[src/rtl/instr_fetch_queue_if.sv]
// Fetch-queue bus bundle: instruction-memory request/response, branch redirect,
// and the decoder-facing valid/ready instruction stream.
interface instr_fetch_queue_if #(
    parameter int XLEN = 32
);
    logic            imem_req;
    logic [XLEN-1:0] imem_addr;
    logic [XLEN-1:0] imem_rdata;
    logic            redirect_valid;
    logic [XLEN-1:0] redirect_pc;
    logic            instr_valid;
    logic            instr_ready;
    logic [XLEN-1:0] instr;
    logic [XLEN-1:0] instr_pc;
    logic [6:0]      opcode;
    logic            instr_illegal;

    // master is the fetch queue itself; slave is the memory/decoder/branch side
    modport master (
        output imem_req, imem_addr, instr_valid, instr, instr_pc, opcode, instr_illegal,
        input  imem_rdata, redirect_valid, redirect_pc, instr_ready
    );

    modport slave (
        input  imem_req, imem_addr, instr_valid, instr, instr_pc, opcode, instr_illegal,
        output imem_rdata, redirect_valid, redirect_pc, instr_ready
    );
endinterface

[src/rtl/instr_fetch_queue.sv]
// Sequential instruction fetcher with a credit-limited FIFO and redirect flush.
// Optional macro ILLEGAL_OPCODE_CHECK_EN enables the head-opcode legality flag.
module instr_fetch_queue #(
    parameter int              XLEN     = 32,
    parameter int              DEPTH    = 4,
    parameter logic [XLEN-1:0] RESET_PC = '0
) (
    input  logic                clk,
    input  logic                rst,
    instr_fetch_queue_if.master bus
);
    localparam int              PW      = $clog2(DEPTH);
    localparam int              CW      = PW + 1;
    localparam logic [CW:0]     DEPTH_W = (CW+1)'(DEPTH);

    logic [XLEN-1:0] pc;
    logic [XLEN-1:0] inflight_pc;
    logic            inflight;
    logic [PW-1:0]   wr_ptr;
    logic [PW-1:0]   rd_ptr;
    logic [CW-1:0]   count;
    logic [XLEN-1:0] fifo_instr [DEPTH];
    logic [XLEN-1:0] fifo_pc    [DEPTH];

    logic [CW:0]     used;
    logic            req;
    logic            push;
    logic            pop;
    logic            head_valid;
    logic [XLEN-1:0] head_instr;
    logic            unused_redirect_lo;

    // Credits count the outstanding response so the FIFO can never overflow
    assign head_valid = (count != '0);
    assign used       = {1'b0, count} + {{CW{1'b0}}, inflight};
    assign req        = !rst && !bus.redirect_valid && (used < DEPTH_W);
    assign pop        = head_valid && bus.instr_ready;
    assign push       = inflight && !bus.redirect_valid;
    assign unused_redirect_lo = ^bus.redirect_pc[1:0];

    always_ff @(posedge clk or posedge rst) begin
        if (rst) begin
            pc          <= RESET_PC;
            inflight    <= 1'b0;
            inflight_pc <= '0;
            wr_ptr      <= '0;
            rd_ptr      <= '0;
            count       <= '0;
        end else begin
            inflight <= req;
            if (req) begin
                pc          <= pc + XLEN'(4);
                inflight_pc <= pc;
            end
            // A redirect drops every buffered entry; a same-cycle pop was already taken
            if (bus.redirect_valid) begin
                pc     <= {bus.redirect_pc[XLEN-1:2], 2'b00};
                wr_ptr <= '0;
                rd_ptr <= '0;
                count  <= '0;
            end else begin
                if (push) wr_ptr <= wr_ptr + PW'(1);
                if (pop)  rd_ptr <= rd_ptr + PW'(1);
                case ({push, pop})
                    2'b10:   count <= count + CW'(1);
                    2'b01:   count <= count - CW'(1);
                    default: count <= count;
                endcase
            end
        end
    end

    always_ff @(posedge clk) begin
        if (push) begin
            fifo_instr[wr_ptr] <= bus.imem_rdata;
            fifo_pc[wr_ptr]    <= inflight_pc;
        end
    end

    assign head_instr    = head_valid ? fifo_instr[rd_ptr] : '0;
    assign bus.imem_req  = req;
    assign bus.imem_addr = pc;
    assign bus.instr_valid = head_valid;
    assign bus.instr     = head_instr;
    assign bus.instr_pc  = head_valid ? fifo_pc[rd_ptr] : '0;
    assign bus.opcode    = head_instr[6:0];

`ifdef ILLEGAL_OPCODE_CHECK_EN
    logic legal;

    // R, I-ALU, load, store and branch are the only opcodes the decoder handles
    always_comb begin
        legal = 1'b0;
        case (head_instr[6:0])
            7'b0110011, 7'b0010011, 7'b0000011, 7'b0100011, 7'b1100011: legal = 1'b1;
            default: legal = 1'b0;
        endcase
    end

    assign bus.instr_illegal = head_valid && !legal;
`else
    assign bus.instr_illegal = 1'b0;
`endif
endmodule
[src/flat_wrapper.sv]
// flat-port wrapper written by rule: the top's interface ports become plain ports
module instr_fetch_queue_flat 
#(
    parameter int              XLEN     = 32,
    parameter int              DEPTH    = 4,
    parameter logic [XLEN-1:0] RESET_PC = '0
)
  (clk, rst, bus_imem_req, bus_imem_addr, bus_instr_valid, bus_instr, bus_instr_pc, bus_opcode, bus_instr_illegal, bus_imem_rdata, bus_redirect_valid, bus_redirect_pc, bus_instr_ready);
  instr_fetch_queue_if #(.XLEN(XLEN)) bus_i ();
  input  logic clk;
  input  logic rst;
  output wire logic [$bits(bus_i.imem_req)-1:0] bus_imem_req;
  output wire logic [$bits(bus_i.imem_addr)-1:0] bus_imem_addr;
  output wire logic [$bits(bus_i.instr_valid)-1:0] bus_instr_valid;
  output wire logic [$bits(bus_i.instr)-1:0] bus_instr;
  output wire logic [$bits(bus_i.instr_pc)-1:0] bus_instr_pc;
  output wire logic [$bits(bus_i.opcode)-1:0] bus_opcode;
  output wire logic [$bits(bus_i.instr_illegal)-1:0] bus_instr_illegal;
  input wire logic [$bits(bus_i.imem_rdata)-1:0] bus_imem_rdata;
  input wire logic [$bits(bus_i.redirect_valid)-1:0] bus_redirect_valid;
  input wire logic [$bits(bus_i.redirect_pc)-1:0] bus_redirect_pc;
  input wire logic [$bits(bus_i.instr_ready)-1:0] bus_instr_ready;
  assign bus_imem_req = bus_i.imem_req;
  assign bus_imem_addr = bus_i.imem_addr;
  assign bus_instr_valid = bus_i.instr_valid;
  assign bus_instr = bus_i.instr;
  assign bus_instr_pc = bus_i.instr_pc;
  assign bus_opcode = bus_i.opcode;
  assign bus_instr_illegal = bus_i.instr_illegal;
  assign bus_i.imem_rdata = bus_imem_rdata;
  assign bus_i.redirect_valid = bus_redirect_valid;
  assign bus_i.redirect_pc = bus_redirect_pc;
  assign bus_i.instr_ready = bus_instr_ready;
  instr_fetch_queue #(.XLEN(XLEN), .DEPTH(DEPTH), .RESET_PC(RESET_PC)) u_core (.clk(clk), .rst(rst), .bus(bus_i));
endmodule
[config.mk]
export PLATFORM = sky130hd
export DESIGN_NAME = instr_fetch_queue_flat
export DESIGN_NICKNAME = d
export VERILOG_FILES = /design/src/rtl/instr_fetch_queue_if.sv /design/src/rtl/instr_fetch_queue.sv /design/src/flat_wrapper.sv
export SDC_FILE = /design/constraint.sdc
export NUM_CORES = 1
export LEC_CHECK = 0
export CAP_MARGIN = 40
export CORE_ASPECT_RATIO = 0.5
export CORE_MARGIN = 4
export CORE_UTILIZATION = 50
export CTS_CLUSTER_SIZE = 16
export DETAILED_ROUTE_END_ITERATION = 16
export GPL_TIMING_DRIVEN = 0
export PLACE_DENSITY = 0.74
export SLEW_MARGIN = 5
export SYNTH_ARGS = -nofsm -noshare
export SYNTH_HDL_FRONTEND = slang
export SYNTH_SLANG_ARGS = --single-unit
export TNS_END_PERCENT = 100
[constraint.sdc]
create_clock -name clk -period 3.2 [get_ports clk]
set_input_delay 0.96 -clock clk [delete_from_list [all_inputs] [get_ports clk]]
set_output_delay 0.96 -clock clk [all_outputs]
set_load 0.02 [all_outputs]
==> results of run 1 <==
==> worst paths after layout <==
kind / cells past startpoint / startpoint / to
max reg2reg: 6 / u_core.bus.imem_addr[2]$_DFFE_PP0P_ / u_core.bus.imem_addr[26]$_DFFE_PP0P_
max: 7 / rst / bus_imem_req
max in group asynchronous: 3 / rst / u_core.count[0]$_DFFE_PP0P_
min: 0 / u_core.inflight_pc[8]$_DFFE_PP0P_ / u_core.fifo_pc[2][8]$_DFFE_PP_
min reg2reg: 0 / u_core.inflight_pc[8]$_DFFE_PP0P_ / u_core.fifo_pc[2][8]$_DFFE_PP_
min in group asynchronous: 2 / rst / u_core.inflight_pc[16]$_DFFE_PP0P_
==> metrics by stage <==
stage	cells	TNS (ns)	power (W)	hold slack [ns]	utilization
after global placement	1305	-197.34	0.00895	0.483	0.594
after CTS	1366	-0.00812	0.0124	0.517	0.641
final	1382	0	0.0124	0.515	0.641
after floorplan	796	0	0.00738	0.476	-
after global routing	1382	-0.0832	0.0130	0.544	0.641
after detailed placement	1310	-18.67	0.00905	0.502	0.599
==> sequential cells by signal, summed over array words and instances, names as in the netlist <==
register / cells
u_core.count: 3
u_core.rd_ptr: 2
u_core.inflight_pc: 30
u_core.bus.imem_addr: 30
u_core.inflight: 1
u_core.fifo_pc: 120
u_core.wr_ptr: 2
u_core.fifo_instr: 128
==> kinds of logic (layout without fill, tap and decap cells) <==
family	Yosys count	after routing	share of synthesized area
muxes	65	65	0.110
and+or+nand+nor	273	273	0.111
adders and majority gates	6	6	0.00640
buffers and inverters	63	305	0.0246
xor gates and xnor gates	6	6	0.00407
other	1	5	0.000290
DFF	316	316	0.709
AOI/OAI and AO/OA	62	62	0.0346
==> cell usage in the layout, fill, tap and decap left out, drive strengths merged, types with 3 or more instances in the layout <==
cell type	count
nand3	21
buf	99
nand4	8
nor2	15
clkinv	7
conb	5
edfxtp	248
a211o	3
clkdlybuf4s15	6
a22oi	5
nor2b	8
dfrtp	68
or2	3
clkbuf	86
nand2	124
a221o	3
and2	66
o21ai	20
clkdlybuf4s50	93
and4	3
xor2	4
nor3	6
nor4	3
dlygate4sd2	3
ha	5
a21oi	3
mux4	62
and3	6
o311ai	7
mux2i	3
inv	9
o211ai	6
or3	3
==> critical path: stages <==
cell	delay (ns)
sky130_fd_sc_hd__dlygate4sd2_1	0.32
sky130_fd_sc_hd__nor3_4	0.17
sky130_fd_sc_hd__nand2_2	0.12
sky130_fd_sc_hd__buf_4	0.20
sky130_fd_sc_hd__inv_4	0.12
sky130_fd_sc_hd__buf_12	0.15
sky130_fd_sc_hd__buf_2	0.17
==> per-layer routing <==
metal | track usage | wire [µm] | vias up
li1 | - | - | 3454
met1 | 0.279 | 12700 | 3961
met2 | 0.363 | 15200 | 222
met3 | 0.0326 | 1470 | 44
met4 | 0.0458 | 578 | 0
met5 | 0 | 0 | -
==> final cells by class <==
class	instances	area [µm²]	share of cell area
buffer	53	459	0.0283
clock buffer	39	782	0.0482
clock inverter	10	98.8	0.00610
inverter	8	35.0	0.00216
multi-input combinational	417	3490	0.215
sequential	316	9150	0.565
tap	344	430	0.0265
timing repair buffer	195	1760	0.109
==> repair_timing <==
item / 4_1_cts / 5_1_grt
buffers inserted: 6 / 14
endpoints found under the setup margin: 71 / 58
gates cloned: 3 / 2
resized for setup: 271 / 53
hold endpoints to repair: 0 / 0
pin swaps: 1 / 0
hold buffers: 0 / 0
==> where the power goes <==
part           switching [W]  total, W  internal [W]  leakage [nW]
clock                0.00141   0.00327       0.00186         0.433
combinational        0.00201   0.00389       0.00188          2.45
sequential          0.000328   0.00524       0.00491          3.10
total                0.00375    0.0124       0.00865          5.98
==> impl_metrics.prom, run 1 <==
# TYPE chip_impl_metric gauge
chip_impl_metric{name="postSynthRegisterBits",unit=""} 316
chip_impl_metric{name="synth_cell_types",unit=""} 60
chip_impl_metric{name="drtIter0Drc",unit=""} 563
chip_impl_metric{name="timing.critical_path.fanout_max",unit=""} 10
chip_impl_metric{name="post-place-ws",unit="ns"} -1.16
chip_impl_metric{name="numCtsBuffers",unit=""} 27
chip_impl_info{name="clock_tree_from_tritoncts",value="built"} 1
chip_impl_metric{name="gr-usage-all-layers",unit=""} 0.206
chip_impl_metric{name="chipHeight",unit="µm"} 122
chip_impl_metric{name="setup_viol",unit=""} 0
chip_impl_info{name="synth_area_leader_cell",value="sky130_fd_sc_hd__edfxtp_1"} 1
chip_impl_info{name="clock-root-buffer",value="sky130_fd_sc_hd__clkbuf_16"} 1
chip_impl_metric{name="area_delta_synth_final",unit="%"} 25.6
chip_impl_metric{name="fill_cells",unit=""} 1774
chip_impl_metric{name="post_dp_cell_area",unit="mm²"} 0.0152
chip_impl_metric{name="routabilityCongestion",unit=""} 0.835
chip_impl_metric{name="pwr_density",unit="mW/mm²"} 765
chip_impl_metric{name="route.detailed.drc",unit=""} 0
chip_impl_metric{name="number_of_synthesized_flops_with_an_enable_pin",unit=""} 248
chip_impl_metric{name="global_route_wire_length_before_repair",unit="µm"} 45800
chip_impl_metric{name="initial_utilization",unit=""} 0.511
chip_impl_metric{name="floorplan.die.width",unit="µm"} 235
chip_impl_info{name="synth_most_common_cell",value="sky130_fd_sc_hd__edfxtp_1"} 1
chip_impl_info{name="dominantRegCellSynth",value="sky130_fd_sc_hd__edfxtp_1"} 1
chip_impl_metric{name="cts-root-to-sink-buffers",unit=""} 3
chip_impl_metric{name="critical_path_required",unit="ns"} 2.24
chip_impl_metric{name="clkTransAtPathRegs",unit="ns"} 0.06
chip_impl_metric{name="ys_async_sr_fraction",unit=""} 0.215
chip_impl_metric{name="arrival",unit="ns"} 2.21
chip_impl_metric{name="grt_overflow",unit=""} 0
chip_impl_metric{name="vias_per_cell",unit=""} 5.56
chip_impl_metric{name="grt_pass1_vias",unit=""} 7977
chip_impl_metric{name="share_of_synthesized_area_occupied_by_flip_flops_and_latches",unit=""} 0.709
chip_impl_metric{name="wl_per_cell",unit="µm"} 21.7
chip_impl_metric{name="final_net_count",unit=""} 1092
chip_impl_info{name="most_frequent_cells_after_synthesis",value="sky130_fd_sc_hd__edfxtp_1, sky130_fd_sc_hd__nand2_1, sky130_fd_sc_hd__dfrtp_1"} 1
chip_impl_info{name="outcome",value="finished clean"} 1
chip_impl_info{name="end_kind",value="output port"} 1
chip_impl_metric{name="finalClockSkew",unit="ns"} 0.0125
chip_impl_metric{name="cap_viol_max_count",unit=""} 0
chip_impl_metric{name="synthDominantCellAreaShare",unit=""} 0.577
chip_impl_metric{name="rows",unit=""} 41
chip_impl_metric{name="final_period_minus_worst_setup_slack",unit="ns"} 3.17
chip_impl_info{name="setup_repair_after_global_routing_missed_its_margin",value="true"} 1
chip_impl_metric{name="slew_headroom",unit=""} 0.568
chip_impl_info{name="critPathKind",value="in2out"} 1
chip_impl_metric{name="io_pins",unit=""} 174
chip_impl_info{name="startpoint_type",value="input pin"} 1
chip_impl_metric{name="core",unit="mm²"} 0.0253
chip_impl_info{name="netlist_top_cells_area",value="sky130_fd_sc_hd__edfxtp_1, sky130_fd_sc_hd__dfrtp_1, sky130_fd_sc_hd__mux4_2"} 1
chip_impl_metric{name="htreeDepth",unit=""} 1
chip_impl_metric{name="yosysWarningCount",unit=""} 0
chip_impl_metric{name="post_synthesis_cells",unit=""} 792
chip_impl_metric{name="hold_violations",unit=""} 0
chip_impl_metric{name="clock_sinks",unit=""} 316
chip_impl_metric{name="route.antenna.remaining_nets",unit=""} 0
chip_impl_metric{name="synth_area",unit="mm²"} 0.0129
chip_impl_metric{name="pin_count_of_the_biggest_net_entering_global_routing",unit=""} 45
chip_impl_metric{name="design_area",unit="mm²"} 0.0162
chip_impl_metric{name="layout_worst_path_cycle_share",unit=""} 0.992
chip_impl_metric{name="fraction_of_final_layout_cells_sized_beyond_drive_strength_1",unit=""} 0.275
chip_impl_metric{name="floorplan.die_area",unit="mm²"} 0.0286
chip_impl_metric{name="final-max-slew-violation-count",unit=""} 0
chip_impl_metric{name="dr.pass1.iters",unit=""} 4
chip_impl_metric{name="worstMarginPinSlew",unit="ns"} 0.648
chip_impl_metric{name="route.vias.total",unit=""} 7681
chip_impl_info{name="hold_class",value="reg2reg"} 1
chip_impl_metric{name="finalWorstSetupSlack",unit="ns"} 0.0268
chip_impl_metric{name="setup.reg_to_reg.worst_slack",unit="ns"} 0.93
chip_impl_metric{name="p_leak",unit="nW"} 5.98
chip_impl_metric{name="numPortBuffers",unit=""} 165
chip_impl_metric{name="antenna_violations_before_repair",unit=""} 0
chip_impl_metric{name="worst_ir_drop_vdd",unit="mV"} 0.367
chip_impl_metric{name="max_freq",unit="MHz"} 315
chip_impl_metric{name="drt-total-wl",unit="µm"} 29900
chip_impl_metric{name="diodes",unit=""} 0
chip_impl_metric{name="dp.final_hpwl",unit="µm"} 19500
chip_impl_metric{name="postSynthAreaPerCell",unit="µm²"} 16.3
chip_impl_metric{name="clkLatencyLatePin",unit="ns"} 0.54
Power figures use the tool's default switching activity.
==> run 2, diff against run 1 <==
Settings changed: CORE_MARGIN 4 to not set.
==> impl_metrics.prom, run 2 (synthesis gave the netlist of run 1 again) <==
# TYPE chip_impl_metric gauge
chip_impl_info{name="outcome",value="finished clean"} 1
chip_impl_metric{name="antenna_violations_before_repair",unit=""} 0
chip_impl_metric{name="fraction_of_final_layout_cells_sized_beyond_drive_strength_1",unit=""} 0.282
chip_impl_metric{name="pin_count_of_the_biggest_net_entering_global_routing",unit=""} 64
chip_impl_metric{name="dp.cells",unit=""} 1310
chip_impl_metric{name="design_area",unit="mm²"} 0.0163
chip_impl_metric{name="io_pins",unit=""} 174
chip_impl_metric{name="global_route_wire_length_before_repair",unit="µm"} 45100
chip_impl_metric{name="vias_per_cell",unit=""} 5.57
chip_impl_metric{name="area_delta_synth_final",unit="%"} 26.0
chip_impl_metric{name="timing.critical_path.fanout_max",unit=""} 5
chip_impl_metric{name="numPortBuffers",unit=""} 165
chip_impl_metric{name="grt_pass1_vias",unit=""} 7721
chip_impl_info{name="reg.largest.list",value="u_core.fifo_instr: 128 flops, u_core.fifo_pc: 120 flops"} 1
chip_impl_info{name="cp_cell_sequence",value="clkbuf_16 > buf_12 > buf_12 > mux4_2 > and2_4 > buf_4"} 1
chip_impl_metric{name="instances_no_fill",unit=""} 1375
chip_impl_metric{name="gr-usage-all-layers",unit=""} 0.226
chip_impl_metric{name="grt_overflow",unit=""} 0
chip_impl_info{name="timing.critical_path.slowest_stage_cell",value="sky130_fd_sc_hd__mux4_2"} 1
chip_impl_info{name="end_kind",value="output port"} 1
chip_impl_metric{name="worst_ir_drop_vdd",unit="mV"} 0.402
chip_impl_metric{name="p_leak",unit="nW"} 6.01
chip_impl_metric{name="clkLatencyLatePin",unit="ns"} 0.56
chip_impl_metric{name="drtIter0Drc",unit=""} 622
chip_impl_metric{name="htreeDepth",unit=""} 1
chip_impl_info{name="register_ranked_first_by_flip_flop_count",value="u_core.fifo_instr"} 1
chip_impl_metric{name="initial_utilization",unit=""} 0.511
chip_impl_metric{name="arrival",unit="ns"} 2.17
chip_impl_metric{name="route.antenna.remaining_nets",unit=""} 0
chip_impl_info{name="commonest_non_fill_non_tap_cell_in_the_layout",value="sky130_fd_sc_hd__edfxtp_1"} 1
chip_impl_metric{name="numCtsBuffers",unit=""} 28
chip_impl_metric{name="diodes",unit=""} 0
chip_impl_metric{name="route.vias.total",unit=""} 7663
chip_impl_metric{name="core",unit="mm²"} 0.0253
chip_impl_metric{name="cts_hold_buffers",unit=""} 0
chip_impl_metric{name="clock_sinks",unit=""} 316
chip_impl_metric{name="worst_path_largest_cell_delay",unit="ns"} 0.50
chip_impl_metric{name="route.detailed.drc",unit=""} 0
chip_impl_metric{name="layout_worst_path_cycle_share",unit=""} 0.979
chip_impl_metric{name="cap_viol_max_count",unit=""} 0
chip_impl_info{name="clock_tree_from_tritoncts",value="built"} 1
chip_impl_metric{name="hold_violations",unit=""} 0
chip_impl_info{name="mostFrequentLayoutCells",value="sky130_fd_sc_hd__edfxtp_1, sky130_fd_sc_hd__nand2_1, sky130_fd_sc_hd__clkdlybuf4s50_1, sky130_fd_sc_hd__dfrtp_1, sky130_fd_sc_hd__mux4_2"} 1
chip_impl_info{name="startpoint_type",value="flip-flop"} 1
chip_impl_info{name="hold_class",value="in2async"} 1
chip_impl_info{name="critPathKind",value="reg2out"} 1
chip_impl_metric{name="drt-total-wl",unit="µm"} 29700
chip_impl_metric{name="worstMarginPinSlew",unit="ns"} 0.679
chip_impl_metric{name="max_freq",unit="MHz"} 319
chip_impl_metric{name="dr.pass1.iters",unit=""} 4
chip_impl_metric{name="setup_viol",unit=""} 0
chip_impl_metric{name="pwr_density",unit="mW/mm²"} 779
chip_impl_metric{name="rows",unit=""} 41
chip_impl_info{name="clock-root-buffer",value="sky130_fd_sc_hd__clkbuf_16"} 1
chip_impl_info{name="setup_repair_after_global_routing_missed_its_margin",value="true"} 1
chip_impl_info{name="worstReg2RegStart",value="u_core.bus.imem_addr[2]$_DFFE_PP0P_"} 1
chip_impl_metric{name="routabilityCongestion",unit=""} 0.822
chip_impl_metric{name="dp.final_hpwl",unit="µm"} 18900
chip_impl_metric{name="wl_per_cell",unit="µm"} 21.6
chip_impl_info{name="cpMostUsedCell",value="sky130_fd_sc_hd__buf_12"} 1
chip_impl_metric{name="floorplan.die_area",unit="mm²"} 0.0265
chip_impl_info{name="worst_setup_path_startpoint",value="u_core.rd_ptr[0]$_DFFE_PP0P_"} 1
chip_impl_metric{name="critical_path_required",unit="ns"} 2.24
chip_impl_metric{name="chipHeight",unit="µm"} 116
chip_impl_metric{name="cts-root-to-sink-buffers",unit=""} 3
chip_impl_metric{name="floorplan.die.width",unit="µm"} 229
chip_impl_metric{name="largest_register_ffs",unit=""} 128
chip_impl_metric{name="finalClockSkew",unit="ns"} 0.0217
chip_impl_metric{name="slew_headroom",unit=""} 0.547
chip_impl_metric{name="post-place-ws",unit="ns"} -1.15
chip_impl_metric{name="finalWorstSetupSlack",unit="ns"} 0.0682
chip_impl_metric{name="clkTransAtPathRegs",unit="ns"} 0.07
chip_impl_metric{name="final-max-slew-violation-count",unit=""} 0
chip_impl_metric{name="setup.reg_to_reg.worst_slack",unit="ns"} 0.95
chip_impl_metric{name="final_net_count",unit=""} 1083
chip_impl_metric{name="final_period_minus_worst_setup_slack",unit="ns"} 3.13
chip_impl_metric{name="post_dp_cell_area",unit="mm²"} 0.0152
==> run 2: cell types whose count changed in the layout (fill, tap and decap cells not counted), sizes merged <==
cell           previous run  this run
bufinv                    2         3
clkbuf                   86        60
clkinv                    7        11
clkinvlp                  0         1
buf                      99       117
clkdlybuf4s15             6         4
inv                       9         8
dlygate4sd2               3         1
==> run 2: layer usage <==
layer / GRT usage / share of wire / up-vias
met5: 0 / 0 / -
met4: 0.0538 / 0.016 / 0
met3: 0.0354 / 0.052 / 32
met2: 0.384 / 0.50 / 213
met1: 0.313 / 0.44 / 3982
li1: - / - / 3436
==> run 2: what timing repair did <==
action,CTS,global route
gates cloned,3,1
buffers inserted,12,3
setup endpoints to repair,71,44
pin swaps,9,2
gates resized for setup,342,41
==> run 2: metrics by stage <==
stage	utilization	setup TNS [ns]	hold slack, ns	total power [W]
2_1_floorplan	-	0	0.476	0.00738
3_3_place_gp	0.594	-206.31	0.483	0.00895
3_5_place_dp	0.599	-15.99	0.494	0.00906
4_1_cts	0.644	-0.506	0.514	0.0127
5_1_grt	0.643	-0.0262	0.361	0.0132
6_report	0.643	0	0.368	0.0127
==> run 2: report_power, final <==
group	internal, W	switching, W	leakage, nW	total (W)
registers	0.00491	0.000325	3.10	0.00524
logic	0.00192	0.00204	2.44	0.00395
clock network	0.00202	0.00148	0.469	0.00349
total	0.00885	0.00384	6.01	0.0127
==> run 2: critical path: cells and delay by family, from the launching register on <==
family | cells | cell delay, ns
multiplexers | 1 | 0.50
flip-flops | 1 | 0.41
buffers and inverters | 4 | 0.55
AND/OR/NAND/NOR | 1 | 0.17
==> run 2: layout make-up <==
| type | count | area, µm² |
|---|---|---|
| sequential | 316 | 9150 |
| fill | 1817 | 9020 |
| multi-input combinational | 417 | 3520 |
| timing repair buffer | 188 | 1790 |
| clock buffer | 37 | 808 |
| tap | 344 | 430 |
| buffer | 50 | 397 |
| clock inverter | 15 | 146 |
| inverter | 8 | 35.0 |
==> run 2: final timing paths <==
| check | endpoint | cells past startpoint |
|---|---|---|
| worst max-delay path | bus_instr_pc[3] | 6 |
| worst max register to register | u_core.bus.imem_addr[18]$_DFFE_PP0P_ | 6 |
| worst min-delay path | u_core.inflight_pc[19]$_DFFE_PP0P_ | 2 |
| max in group asynchronous | u_core.rd_ptr[1]$_DFFE_PP0P_ | 3 |
| worst min register to register | u_core.fifo_pc[2][20]$_DFFE_PP_ | 0 |
| min in group clk | u_core.fifo_pc[2][20]$_DFFE_PP_ | 0 |
